**src/rtl/noc_ram_responder.sv**
```systemverilog
// noc_ram_responder: memory-server endpoint of the NoC load/store protocol.
// Queues incoming request packets, performs one access at a time on a
// single-port synchronous RAM and returns read-data, write-ack or error
// packets in request order.
//
// Optional feature macro: NOC_RESP_WRITE_ACK_EN
//   defined   -> every in-range write is answered with a 4'h4 ack packet
//   undefined -> writes are posted (no response packet)
//
// Handshakes: a transfer happens on a rising edge where valid && ready are
// both high; a producer holds valid and its payload stable until that edge,
// and ready never depends combinationally on valid.
module noc_ram_responder #(
  parameter int NODE_ID         = 0,
  parameter int NODE_COUNT      = 9,
  parameter int RAM_CHUNK_SIZE  = 1024,
  parameter int PACKET_ID_WIDTH = 5,
  parameter int REQ_FIFO_DEPTH  = 4,
  localparam int NW = $clog2(NODE_COUNT)
) (
  input  logic                       clk,
  input  logic                       rst_n,
  input  logic                       req_valid,
  output logic                       req_ready,
  input  logic [67:0]                req_packet,
  input  logic [NW-1:0]              req_node_start,
  input  logic [PACKET_ID_WIDTH-1:0] req_packet_id,
  output logic                       rsp_valid,
  input  logic                       rsp_ready,
  output logic [67:0]                rsp_packet,
  output logic [NW-1:0]              rsp_node_dest,
  output logic [PACKET_ID_WIDTH-1:0] rsp_packet_id,
  output logic [31:0]                ram_address,
  output logic [31:0]                wr_data,
  output logic                       we,
  input  logic [31:0]                rd_data
);

  localparam int PW = PACKET_ID_WIDTH;
  localparam int EW = 68 + NW + PW;
  localparam int AW = $clog2(REQ_FIFO_DEPTH);
  localparam logic [31:0] BASE     = 32'(NODE_ID * RAM_CHUNK_SIZE);
  localparam logic [31:0] LIMIT    = 32'(RAM_CHUNK_SIZE);
  localparam logic [AW:0] FULL_CNT = (AW+1)'(REQ_FIFO_DEPTH);

  localparam logic [3:0] OP_READ  = 4'h1;
  localparam logic [3:0] OP_WRITE = 4'h2;
  localparam logic [3:0] OP_RDATA = 4'h3;
  localparam logic [3:0] OP_ACK   = 4'h4;
  localparam logic [3:0] OP_ERR   = 4'hF;

  typedef enum logic [1:0] {IDLE, ACCESS, CAPTURE, RESP} state_t;

`ifdef NOC_RESP_WRITE_ACK_EN
  localparam state_t WRITE_NEXT = RESP;
`else
  localparam state_t WRITE_NEXT = IDLE;
`endif

  // Current FSM state; kept as a named enum so checkers can bind to it.
  state_t state;
  state_t state_nxt;

  // Request FIFO: entry = {packet, node_start, packet_id}
  logic [EW-1:0] fifo_mem [REQ_FIFO_DEPTH];
  logic [AW-1:0] wr_ptr;
  logic [AW-1:0] rd_ptr;
  logic [AW:0]   count;
  logic          push;
  logic          pop;

  // Decoded FIFO head
  logic [EW-1:0] head;
  logic [67:0]   head_packet;
  logic [3:0]    head_op;
  logic [31:0]   head_addr;
  logic [31:0]   head_phys;
  logic [NW-1:0] head_node;
  logic [PW-1:0] head_id;
  logic          head_ok;

  // Working registers of the request in service
  logic [31:0] work_addr;
  logic        work_write;

  assign req_ready = (count != FULL_CNT);
  assign push      = req_valid && req_ready;

  assign head        = fifo_mem[rd_ptr];
  assign head_packet = head[EW-1 -: 68];
  assign head_node   = head[PW +: NW];
  assign head_id     = head[PW-1:0];
  assign head_op     = head_packet[67:64];
  assign head_addr   = head_packet[63:32];
  // Unsigned subtraction: addresses below the chunk base wrap to huge values
  // and therefore fail the range test as well.
  assign head_phys   = head_addr - BASE;
  assign head_ok     = ((head_op == OP_READ) || (head_op == OP_WRITE)) &&
                       (head_phys < LIMIT);

  // FIFO storage; contents are don't-care while the pointers say empty.
  always_ff @(posedge clk) begin
    if (push) fifo_mem[wr_ptr] <= {req_packet, req_node_start, req_packet_id};
  end

  // FIFO pointers and occupancy; pointers wrap naturally (power-of-two depth).
  always_ff @(posedge clk or negedge rst_n) begin
    if (!rst_n) begin
      wr_ptr <= '0;
      rd_ptr <= '0;
      count  <= '0;
    end else begin
      if (push) wr_ptr <= wr_ptr + 1'b1;
      if (pop)  rd_ptr <= rd_ptr + 1'b1;
      case ({push, pop})
        2'b10:   count <= count + 1'b1;
        2'b01:   count <= count - 1'b1;
        default: count <= count;
      endcase
    end
  end

  // FSM state register.
  always_ff @(posedge clk or negedge rst_n) begin
    if (!rst_n) state <= IDLE;
    else        state <= state_nxt;
  end

  // FSM next state and FIFO pop decision.
  always_comb begin
    state_nxt = state;
    pop       = 1'b0;
    case (state)
      IDLE: begin
        if (count != '0) begin
          pop       = 1'b1;
          state_nxt = head_ok ? ACCESS : RESP;
        end
      end
      ACCESS:  state_nxt = work_write ? WRITE_NEXT : CAPTURE;
      CAPTURE: state_nxt = RESP;
      RESP:    if (rsp_ready) state_nxt = IDLE;
      default: state_nxt = IDLE;
    endcase
  end

  // Datapath: RAM port is registered at pop time so the access is visible
  // during ACCESS; response fields are loaded once and held through RESP.
  always_ff @(posedge clk or negedge rst_n) begin
    if (!rst_n) begin
      rsp_valid     <= 1'b0;
      rsp_packet    <= '0;
      rsp_node_dest <= '0;
      rsp_packet_id <= '0;
      ram_address   <= '0;
      wr_data       <= '0;
      we            <= 1'b0;
      work_addr     <= '0;
      work_write    <= 1'b0;
    end else begin
      if (pop) begin
        work_addr     <= head_addr;
        work_write    <= (head_op == OP_WRITE);
        rsp_node_dest <= head_node;
        rsp_packet_id <= head_id;
        if (head_ok) begin
          ram_address <= head_phys;
          we          <= (head_op == OP_WRITE);
          if (head_op == OP_WRITE) wr_data <= head_packet[31:0];
        end else begin
          rsp_valid  <= 1'b1;
          rsp_packet <= {OP_ERR, head_addr, 32'h0};
        end
      end
      if (state == ACCESS) begin
        we <= 1'b0;
`ifdef NOC_RESP_WRITE_ACK_EN
        if (work_write) begin
          rsp_valid  <= 1'b1;
          rsp_packet <= {OP_ACK, work_addr, 32'h0};
        end
`endif
      end
      if (state == CAPTURE) begin
        rsp_valid  <= 1'b1;
        rsp_packet <= {OP_RDATA, work_addr, rd_data};
      end
      if ((state == RESP) && rsp_ready) rsp_valid <= 1'b0;
    end
  end

endmodule

```
**config.mk**
```make
export PLATFORM = sky130hd
export DESIGN_NAME = noc_ram_responder
export DESIGN_NICKNAME = d
export VERILOG_FILES = /design/src/rtl/noc_ram_responder.sv
export SDC_FILE = /design/constraint.sdc
export NUM_CORES = 1
export LEC_CHECK = 0
export CORE_UTILIZATION = 49
export CTS_CLUSTER_DIAMETER = 200
export DETAILED_ROUTE_END_ITERATION = 16
export PLACE_DENSITY = 0.74
export SYNTH_ARGS = -nofsm -noshare
export SYNTH_HDL_FRONTEND = slang
export SYNTH_SLANG_ARGS = --single-unit
export TNS_END_PERCENT = 50
```
**constraint.sdc**
```tcl
create_clock -name clk -period 2.8 [get_ports clk]
set_input_delay 0.42 -clock clk [delete_from_list [all_inputs] [get_ports clk]]
set_output_delay 0.42 -clock clk [all_outputs]
set_load 0.02 [all_outputs]
```
==> impl_metrics.ini <==
[timing]
setup_viol = 58
setup_ws_ns = -0.0599
period_minus_slack_ns = 2.86
skew_ns = 0.0138
worst_pin_slew_ns = 0.946
timing.hold.ws_ns = 0.444
max_slew_margin = 0.369
drv_slew = 0
rsz0062_at_grt = yes
max_freq_mhz = 350
tns_ns = -1.47
fin_crit_sh = 1.02
hold_viol_final = 0

[finish]
area_growth_pct = 29.8
multi_input_area_um2 = 4350
area.sequential_um2 = 13800
drive_gt1_frac = 0.210
fin_area_um2 = 23800
layout_commonest_cell = edfxtp_1
layout_common_cells = edfxtp_1 (308), clkdlybuf4s50_1 (255), dfrtp_1 (181)
fill_cells = 2514
final_nets = 1450

[setup_path]
start_kind = flip-flop
r2r_cells = 9
critPathCaptureType = flip-flop
crit_arrival_ns = 3.32
cp_max_fo = 7
crit_type = reg2reg
critPathRequiredTime_ns = 3.26

[yosys]
ys_types = 43
synthFlopType = edfxtp_1
synth_cells = 1007
synth_edf_count = 308
syn_area_um2 = 18400
ys_warn_count = 0
synthesis.nets = 1126
syn_area_per_cell_um2 = 18.2
ys_seq_area_frac = 0.753
synthArstFlopShare = 0.373
ys_seq_elements = 491

[route]
drtIter0Drc = 698
first_pass_iters = 4
vias_per_cell = 5.37
postRouteWirelength_um = 39200
antenna_left = 0
vias = 9903
drt_drc_violations_left = 0
wl_per_cell_um = 21.3

[pwr]
power_density_nw_per_um2 = 1020
peakVddDrop_v = 0.000705
leakage_nw = 9.32

[die]
row_count = 70
fp.dieW_um = 196
die_height_um = 196
start_util = 0.499
core_um2 = 36800
die_area_um2 = 38300
io_pins = 257

[placed_design]
io_buffers = 256
finalWeightedCongestion = 0.734
dp_hpwl_um = 24600
place_area_um2 = 21800

[clocking]
cts_tree = done
clkLatencyLatePin_ns = 0.58
cts.sinks = 491
numCtsBuffers = 50
cts_root_buf = clkbuf_16
cts_max_path_buffers = 3
htreeDepth = 2
clkTransAtPathRegs_ns = 0.06

[grt]
grt_max_degree = 88
grt_overflow = 0
grt_pass1_vias = 10200
antenna_found_initial = 5
grt.total_usage = 0.206
grt_pass1_wl_um = 59100

[job]
drv_cap = 0

[outcome]
violations = negative setup slack
status = finished, violations left

[hold_path]
hp-class = in2async
Yosys cell counts, types with 3 or more instances:
library cell / number / area share
a21oi_1: 11 / 0.0030
a22o_1: 32 / 0.015
and3_1: 5 / 0.0017
buf_1: 5 / 0.0010
buf_12: 4 / 0.0044
buf_2: 7 / 0.0019
buf_6: 6 / 0.0037
clkbuf_1: 27 / 0.0055
dfrtp_1: 183 / 0.25
edfxtp_1: 308 / 0.50
ha_1: 5 / 0.0034
inv_1: 6 / 0.0012
mux2_2: 13 / 0.0080
mux2_4: 29 / 0.024
mux2i_1: 11 / 0.0060
mux4_1: 7 / 0.010
mux4_2: 69 / 0.085
nand2_1: 156 / 0.032
nand2b_1: 3 / 0.0010
nand3_1: 46 / 0.013
nor2_1: 17 / 0.0035
nor2b_1: 24 / 0.0082
nor4_1: 3 / 0.0010
xnor2_1: 4 / 0.0019
xor2_1: 3 / 0.0014
final timing paths:
kind                               startpoint              end  slack, ns
worst max register to register      rd_ptr[0]      wr_data[19]      -0.06
worst max-delay path                rd_ptr[0]      wr_data[19]      -0.06
worst min register to register  work_addr[21]    work_addr[21]       0.47
max in group asynchronous               rst_n        rd_ptr[1]       1.48
min in group clk                  rd_data[15]   rsp_packet[15]       0.46
worst min-delay path                    rst_n  ram_address[27]       0.44
worst max-delay path: stages (launching register included):
cell       delay, ns
dfrtp_4         0.47
buf_12          0.14
mux4_2          0.52
or4_4           0.57
nor2_4          0.16
nand3_4         0.12
nor2_8          0.11
buf_12          0.15
clkbuf_16       0.17
mux2_4          0.29
power breakdown:
part | leakage, nW | switching, mW | total (mW) | internal, mW
Clock | 0.767 | 2.63 | 6.27 | 3.63
Combinational | 3.36 | 4.10 | 7.87 | 3.77
Sequential | 5.19 | 0.751 | 10.3 | 9.52
per-layer routing:
metal,global-route usage,wire (um)
met1,0.278,16800
met3,0.0646,3050
met2,0.326,18700
met4,0.0537,613
met5,0,23
cells by family after synthesis:
logic type | Yosys count | synth area share
flops | 491 | 0.753
fa+ha+maj | 6 | 0.00450
mux | 129 | 0.132
simple gates | 265 | 0.0659
xor+xnor | 7 | 0.00334
buf+inv | 59 | 0.0195
compound gates | 50 | 0.0215
final cells by class:
type                    instances  area share
diodes                          3    0.000315
clock buffers                  70      0.0582
clock inverters                23     0.00682
inverters                       7     0.00110
multi-input cells             457       0.182
flip-flops and latches        491       0.580
well taps                     468      0.0246
repair buffers                324       0.146
state kept, by name, indices dropped and copies added (netlist names), 3 cells and up:
register,count
fifo_mem,308
rsp_packet,66
ram_address,32
work_addr,32
wr_data,32
rsp_packet_id,5
rsp_node_dest,4
count,3
stage by stage:
stage	worst slack, ns	utilization	std cells	power, mW
5_1_grt	-0.146	0.648	1841	25.6
2_1_floorplan	-0.243	-	1007	14.8
6_report	-0.0599	0.648	1843	24.4
3_3_place_gp	-0.255	0.593	1732	17.6
3_5_place_dp	-0.315	0.593	1732	17.8
4_1_cts	-0.0564	0.639	1829	24.2
what timing repair did:
action / 4_1_cts / 5_1_grt
pin swaps: 5 / 35
hold buffers: 1 / 0
resized for setup: 29 / 22
endpoints found under the setup margin: 132 / 129
endpoints found under the hold margin: 84 / 0
cloned: 0 / 7
setup buffers: 3 / 4
Power figures use the tool's default switching activity.
